<file path="config.mk">
export PLATFORM = sky130hd
export DESIGN_NAME = ps2_cmd_sched
export DESIGN_NICKNAME = d
export VERILOG_FILES = /design/src/rtl/ps2_cmd_sched.sv
export SDC_FILE = /design/constraint.sdc
export NUM_CORES = 1
export LEC_CHECK = 0
export ABC_AREA = 1
export CELL_PAD_IN_SITES_DETAIL_PLACEMENT = 1
export CELL_PAD_IN_SITES_GLOBAL_PLACEMENT = 1
export CORE_ASPECT_RATIO = 1.75
export CORE_MARGIN = 10
export CORE_UTILIZATION = 45
export CTS_BUF_LIST = sky130_fd_sc_hd__clkbuf_16
export DETAILED_ROUTE_END_ITERATION = 12
export PLACE_DENSITY_LB_ADDON = 0.1
export SLEW_MARGIN = 30
export SYNTH_ARGS = -nofsm -noshare
export SYNTH_HDL_FRONTEND = slang
export SYNTH_SLANG_ARGS = --single-unit
</file>
<file path="constraint.sdc">
create_clock -name CLOCK_50 -period 3.6 [get_ports CLOCK_50]
set_clock_uncertainty 0.15 [all_clocks]
set_input_delay 0.54 -clock CLOCK_50 [delete_from_list [all_inputs] [get_ports CLOCK_50]]
set_output_delay 0.54 -clock CLOCK_50 [all_outputs]
set_load 0.005 [all_outputs]
</file>
<file path="src/rtl/ps2_cmd_sched.sv">
// PS/2 host-to-device command scheduler: inhibit, request-to-send, 11-bit frame,
// line-ACK check, then device response handling with bounded resend.
module ps2_cmd_sched #(
    parameter int INHIBIT_CYCLES = 5000,
    parameter int START_TIMEOUT  = 750000,
    parameter int XFER_TIMEOUT   = 1000000,
    parameter int RESP_TIMEOUT   = 1000000,
    parameter int MAX_RETRY      = 3
) (
    input  logic       CLOCK_50,
    input  logic       reset_n,
    input  logic       cmd_valid,
    input  logic [7:0] cmd_data,
    output logic       cmd_ready,
    input  logic       ps2_clk_in,
    input  logic       ps2_dat_in,
    output logic       ps2_clk_oe,
    output logic       ps2_dat_oe,
    input  logic [7:0] rx_byte,
    input  logic       rx_strobe,
    output logic       rx_inhibit,
    output logic       busy,
    output logic       done,
    output logic       err,
    output logic [1:0] err_code
);

    typedef enum logic [2:0] {
        S_IDLE,
        S_INHIBIT,
        S_REQ,
        S_SEND,
        S_WAIT_RESP,
        S_DONE,
        S_ERR
    } state_t;

    localparam logic [19:0] C_INH_LAST = 20'(INHIBIT_CYCLES - 1);
    localparam logic [19:0] C_START_TO = 20'(START_TIMEOUT);
    localparam logic [19:0] C_XFER_TO  = 20'(XFER_TIMEOUT);
    localparam logic [19:0] C_RESP_TO  = 20'(RESP_TIMEOUT);
    localparam logic [19:0] C_TMR_MAX  = 20'hFFFFF;
    localparam logic [3:0]  C_MAX_RTY  = 4'(MAX_RETRY);

    state_t      r_state;
    state_t      w_state_nxt;
    logic        r_clk_meta, r_clk_s0, r_clk_s1;
    logic        r_dat_meta, r_dat_s0;
    logic [19:0] r_tmr;
    logic [3:0]  r_bitcnt, w_bitcnt_nxt;
    logic        r_dat_bit, w_dat_bit_nxt;
    logic [3:0]  r_retry, w_retry_nxt;
    logic [1:0]  r_err_code, w_err_code_nxt;
    logic [7:0]  r_byte;
    logic        r_parity;
    logic        w_load;
    logic        w_fall;
    logic [3:0]  w_n;
    logic        w_inh_last;

    // Synchronizers idle high so reset release never looks like a clock fall.
    assign w_fall     = r_clk_s1 & ~r_clk_s0;
    assign w_n        = r_bitcnt + 4'd1;
    assign w_inh_last = (r_tmr >= C_INH_LAST);

    always_comb begin
        w_state_nxt    = r_state;
        w_bitcnt_nxt   = r_bitcnt;
        w_dat_bit_nxt  = r_dat_bit;
        w_retry_nxt    = r_retry;
        w_err_code_nxt = r_err_code;
        w_load         = 1'b0;
        case (r_state)
            S_IDLE: begin
                if (cmd_valid) begin
                    w_load      = 1'b1;
                    w_retry_nxt = 4'd0;
                    w_state_nxt = S_INHIBIT;
                end
            end
            S_INHIBIT: begin
                if (w_inh_last)
                    w_state_nxt = S_REQ;
            end
            S_REQ: begin
                // First device fall is fall 1: data bit 0 goes out now.
                if (w_fall) begin
                    w_bitcnt_nxt  = 4'd1;
                    w_dat_bit_nxt = ~r_byte[0];
                    w_state_nxt   = S_SEND;
                end else if (r_tmr >= C_START_TO) begin
                    w_err_code_nxt = 2'd0;
                    w_state_nxt    = S_ERR;
                end
            end
            S_SEND: begin
                if (w_fall) begin
                    w_bitcnt_nxt = w_n;
                    if (w_n <= 4'd8) begin
                        w_dat_bit_nxt = ~r_byte[r_bitcnt[2:0]];
                    end else if (w_n == 4'd9) begin
                        w_dat_bit_nxt = ~r_parity;
                    end else if (w_n == 4'd10) begin
                        w_dat_bit_nxt = 1'b0;
                    end else if (r_dat_s0) begin
                        w_err_code_nxt = 2'd1;
                        w_state_nxt    = S_ERR;
                    end else begin
                        w_state_nxt = S_WAIT_RESP;
                    end
                end else if (r_tmr >= C_XFER_TO) begin
                    w_err_code_nxt = 2'd1;
                    w_state_nxt    = S_ERR;
                end
            end
            S_WAIT_RESP: begin
                if (rx_strobe) begin
                    if (rx_byte == 8'hFA) begin
                        w_state_nxt = S_DONE;
                    end else if (rx_byte == 8'hFE) begin
                        if (r_retry < C_MAX_RTY) begin
                            w_retry_nxt = r_retry + 4'd1;
                            w_state_nxt = S_INHIBIT;
                        end else begin
                            w_err_code_nxt = 2'd2;
                            w_state_nxt    = S_ERR;
                        end
                    end else begin
                        w_err_code_nxt = 2'd3;
                        w_state_nxt    = S_ERR;
                    end
                end else if (r_tmr >= C_RESP_TO) begin
                    w_err_code_nxt = 2'd3;
                    w_state_nxt    = S_ERR;
                end
            end
            S_DONE:  w_state_nxt = S_IDLE;
            S_ERR:   w_state_nxt = S_IDLE;
            default: w_state_nxt = S_IDLE;
        endcase
    end

    always_ff @(posedge CLOCK_50 or negedge reset_n) begin
        if (!reset_n) begin
            r_state    <= S_IDLE;
            r_clk_meta <= 1'b1;
            r_clk_s0   <= 1'b1;
            r_clk_s1   <= 1'b1;
            r_dat_meta <= 1'b1;
            r_dat_s0   <= 1'b1;
            r_tmr      <= '0;
            r_bitcnt   <= '0;
            r_dat_bit  <= 1'b0;
            r_retry    <= '0;
            r_err_code <= '0;
        end else begin
            r_state    <= w_state_nxt;
            r_clk_meta <= ps2_clk_in;
            r_clk_s0   <= r_clk_meta;
            r_clk_s1   <= r_clk_s0;
            r_dat_meta <= ps2_dat_in;
            r_dat_s0   <= r_dat_meta;
            r_bitcnt   <= w_bitcnt_nxt;
            r_dat_bit  <= w_dat_bit_nxt;
            r_retry    <= w_retry_nxt;
            r_err_code <= w_err_code_nxt;
            // Timer restarts on every state change and sticks at full scale.
            if (w_state_nxt != r_state)
                r_tmr <= '0;
            else if (r_tmr != C_TMR_MAX)
                r_tmr <= r_tmr + 20'd1;
        end
    end

    always_ff @(posedge CLOCK_50) begin
        if (w_load) begin
            r_byte   <= cmd_data;
            r_parity <= ~^cmd_data;
        end
    end

    // Line drives decode straight from state so reset releases them at once.
    assign cmd_ready  = (r_state == S_IDLE);
    assign busy       = (r_state != S_IDLE);
    assign ps2_clk_oe = (r_state == S_INHIBIT);
    assign ps2_dat_oe = ((r_state == S_INHIBIT) && w_inh_last) ||
                        (r_state == S_REQ) ||
                        ((r_state == S_SEND) && r_dat_bit);
    assign rx_inhibit = (r_state == S_INHIBIT) || (r_state == S_REQ) ||
                        (r_state == S_SEND);
    assign done       = (r_state == S_DONE);
    assign err        = (r_state == S_ERR);
    assign err_code   = r_err_code;

endmodule

</file>
==> impl_metrics.py <==
metrics = {
    "cts": {
        "clk_pin_slew_ps": 60,
        "clock_latency_ps": 300,
        "post_cts_buffers": 0,
        "cts_buffers": 5,
        "cts_sinks": 48,
        "clk_path_buf_depth": 2,
        "cts.hold.buffers_added": 0,
        "post_cts_resized": 0,
        "clock_tree.root_cell": "clkbuf_16",
        "cts_tree": "done",
        "htreeDepth": 2,
    },
    "detailed_routing": {
        "drc_errors": 0,
        "wl_per_cell_microns": 15.8,
        "first_pass_iters": 4,
        "postRouteAntennaNets": 0,
        "routed_via_density": 5.19,
        "wirelength_microns": 7870,
        "vias": 2588,
        "drt_iter0_markers": 90,
    },
    "synth": {
        "seq_area_frac_synth_pct": 42.5,
        "synth_fp_nets": 410,
        "yosysWarnings": 0,
        "synth.cell_area_sq_um": 2950,
        "avgSynthCellArea_sq_um": 7.74,
        "synth_cells": 381,
        "synth.distinct_cells": 30,
        "ys_ff_latch": 48,
    },
    "finish": {
        "nNetsFinal": 445,
        "seq_area_sq_um": 1250,
        "fill_cells": 833,
        "multiInputGateArea_sq_um": 1430,
        "diodes": 0,
        "area_growth_pct": 18.9,
        "drive_gt1_share_pct": 14.4,
    },
    "place": {
        "gp_congestion": 0.834,
        "post-place-ws_ps": 530,
        "place.detailed.hpwl_microns": 6380,
        "portBuffers": 30,
    },
    "sta": {
        "finalSetupViolations": 0,
        "final-hold-violation-count": 0,
        "period_share_pct": 77.3,
        "max_freq_mhz": 360,
        "setup_slack_ps": 819,
        "timing.slew.headroom_pct": 65.9,
        "drv_slew": 0,
        "finalCriticalPeriod_ps": 2780,
        "worst_pin_slew_ps": 511,
        "fin_setup_tns_ps": 0,
        "rsz0062_at_grt": "no",
    },
    "floorplan": {
        "rows": 39,
        "die_w_microns": 81.2,
        "io_pins": 31,
        "die_y_microns": 127,
        "dieArea_sq_um": 10300,
        "initial_utilization_pct": 45.8,
        "design.core.area_sq_um": 6440,
    },
    "critical_path": {
        "path_max_fanout": 8,
        "critPathKind": "reg -> out",
        "cp.arrival_ps": 2090,
        "worstPathRequired_ps": 2910,
        "cp-start-kind": "flip-flop",
        "crit_path_end_kind": "output pin",
    },
    "grt": {
        "antenna_found_initial": 0,
        "grt_pass1_vias": 2868,
        "grt_first_pass_wirelength_microns": 13300,
        "grt_usage_pct": 16.4,
        "grt.overflow.total": 0,
        "grt_max_degree": 40,
    },
    "power": {
        "p_per_area_nw_per_um2": 378,
        "peakVddDrop_uv": 252,
        "p_leak_uw": 0.00161,
        "power_uw": 1330,
    },
    "hold_path": {
        "min-delay-path-class": "in -> async",
    },
    "flow_run": {
        "maxCapViolCount": 0,
    },
    "outcome": {
        "status": "complete, no violations",
    },
}
[layout make-up]
cell class | count | area share, %
Inverter | 61 | 6.53
Clock buffer | 5 | 3.57
Sequential cell | 48 | 35.7
Tap cell | 82 | 2.93
Timing Repair Buffer | 32 | 9.28
Clock inverter | 3 | 1.07
Multi-Input combinational cell | 268 | 40.9
[critical path, cell delays in order, from the launching register on]
cell	delay (ps)
dfrtp_1	500
inv_1	130
nor3_1	360
nand2_1	160
o211ai_1	110
clkdlybuf4s50_1	540
[state kept, by name, indices dropped and copies added (netlist names)]
signal / flops
r_bitcnt: 4
r_parity: 1
r_retry: 4
r_clk_meta: 1
r_tmr: 20
r_clk_s1: 1
r_dat_meta: 1
r_state: 3
r_dat_s0: 1
r_dat_bit: 1
r_byte: 8
r_clk_s0: 1
err_code: 2
[cells in the mapped netlist]
cell	n	area, sq um
nand4_1	12	75.1
o21ai_0	16	80.1
nand2_1	77	289
buf_6	2	22.5
nor2_4	5	56.3
nand3_1	25	125
a31oi_1	1	6.26
o31ai_1	2	15.0
nor2_2	21	131
o22ai_1	3	18.8
inv_1	57	214
o211ai_1	3	22.5
nor2_1	41	154
xnor2_1	5	43.8
nand2_2	12	75.1
edfxtp_1	9	270
a21oi_1	9	45.0
dfstp_2	5	131
nor3_1	11	55.1
a211oi_1	1	7.51
inv_2	3	11.3
o21bai_1	2	15.0
ha_1	7	87.6
a22oi_1	1	7.51
buf_2	2	10.0
nand3_2	3	30.0
xor2_1	10	87.6
clkinv_1	1	3.75
or2_2	1	6.26
dfrtp_1	34	851
[layout by cell type, fill, tap and decap left out]
cell type,synthesis,routed
o22ai_1,3,3
nand3_2,3,3
nand3_1,25,25
nand2_1,77,77
nand4_1,12,12
nor2_1,41,41
buf_4,0,2
nand2_2,12,12
xnor2_1,5,5
buf_12,0,1
a31oi_1,1,1
dfstp_2,5,5
dfrtp_1,34,34
ha_1,7,7
nor2_4,5,5
o21ai_0,16,16
clkbuf_16,0,5
clkdlybuf4s50_1,0,29
bufinv_16,0,1
edfxtp_1,9,9
o21bai_1,2,2
a22oi_1,1,1
clkinv_1,1,2
or2_2,1,1
o211ai_1,3,3
inv_1,57,57
xor2_1,10,10
a21oi_1,9,9
inv_2,3,4
o31ai_1,2,2
a211oi_1,1,1
nor3_1,11,11
nor2_2,21,21
[path summary, 6_finish.rpt]
kind | start | endpoint | slack [ps] | cells after the start
setup / recovery | r_state[0] | ps2_dat_oe | 820 | 5
hold / removal | reset_n | r_bitcnt[1] | 60 | 1
setup reg to reg | r_bitcnt[0] | r_tmr[16] | 950 | 16
hold reg to reg | r_dat_meta | r_dat_s0 | 210 | 0
max in group asynchronous | reset_n | r_clk_meta | 2870 | 1
min in group CLOCK_50 | r_dat_meta | r_dat_s0 | 210 | 0
[cells by family after synthesis]
family                   share of synthesized area (%)
buffers and inverters                             8.87
AND/OR/NAND/NOR                                   33.8
XOR/XNOR                                          4.46
flip-flops                                        42.5
adder cells (fa/ha/maj)                           2.97
AO/OA/AOI/OAI                                     7.39
[per-stage QoR]
stage	cells	instance area (sq um)	hold WS, ps	util, %
floorplan	381	2950	94.4	-
global placement	491	3340	199	51.9
detailed placement	491	3340	199	51.9
CTS	499	3500	208	54.4
global route	499	3510	104	54.4
finish	499	3510	58.7	54.4
[routing by layer]
metal  GRT usage, %  routed length [microns]  up-vias
met4           7.06                      211        0
met3           2.81                      189       15
met2           33.0                     4770       29
met1           14.9                     2700     1258
met5              0                        0        -
li1               -                        -     1286
[where the power goes]
| group | switching [uW] | internal (uW) |
|---|---|---|
| registers | 23.0 | 587 |
| clock network | 199 | 323 |
| logic | 109 | 84.8 |
| total | 331 | 995 |
No activity file was read; power rests on OpenSTA's default activity.
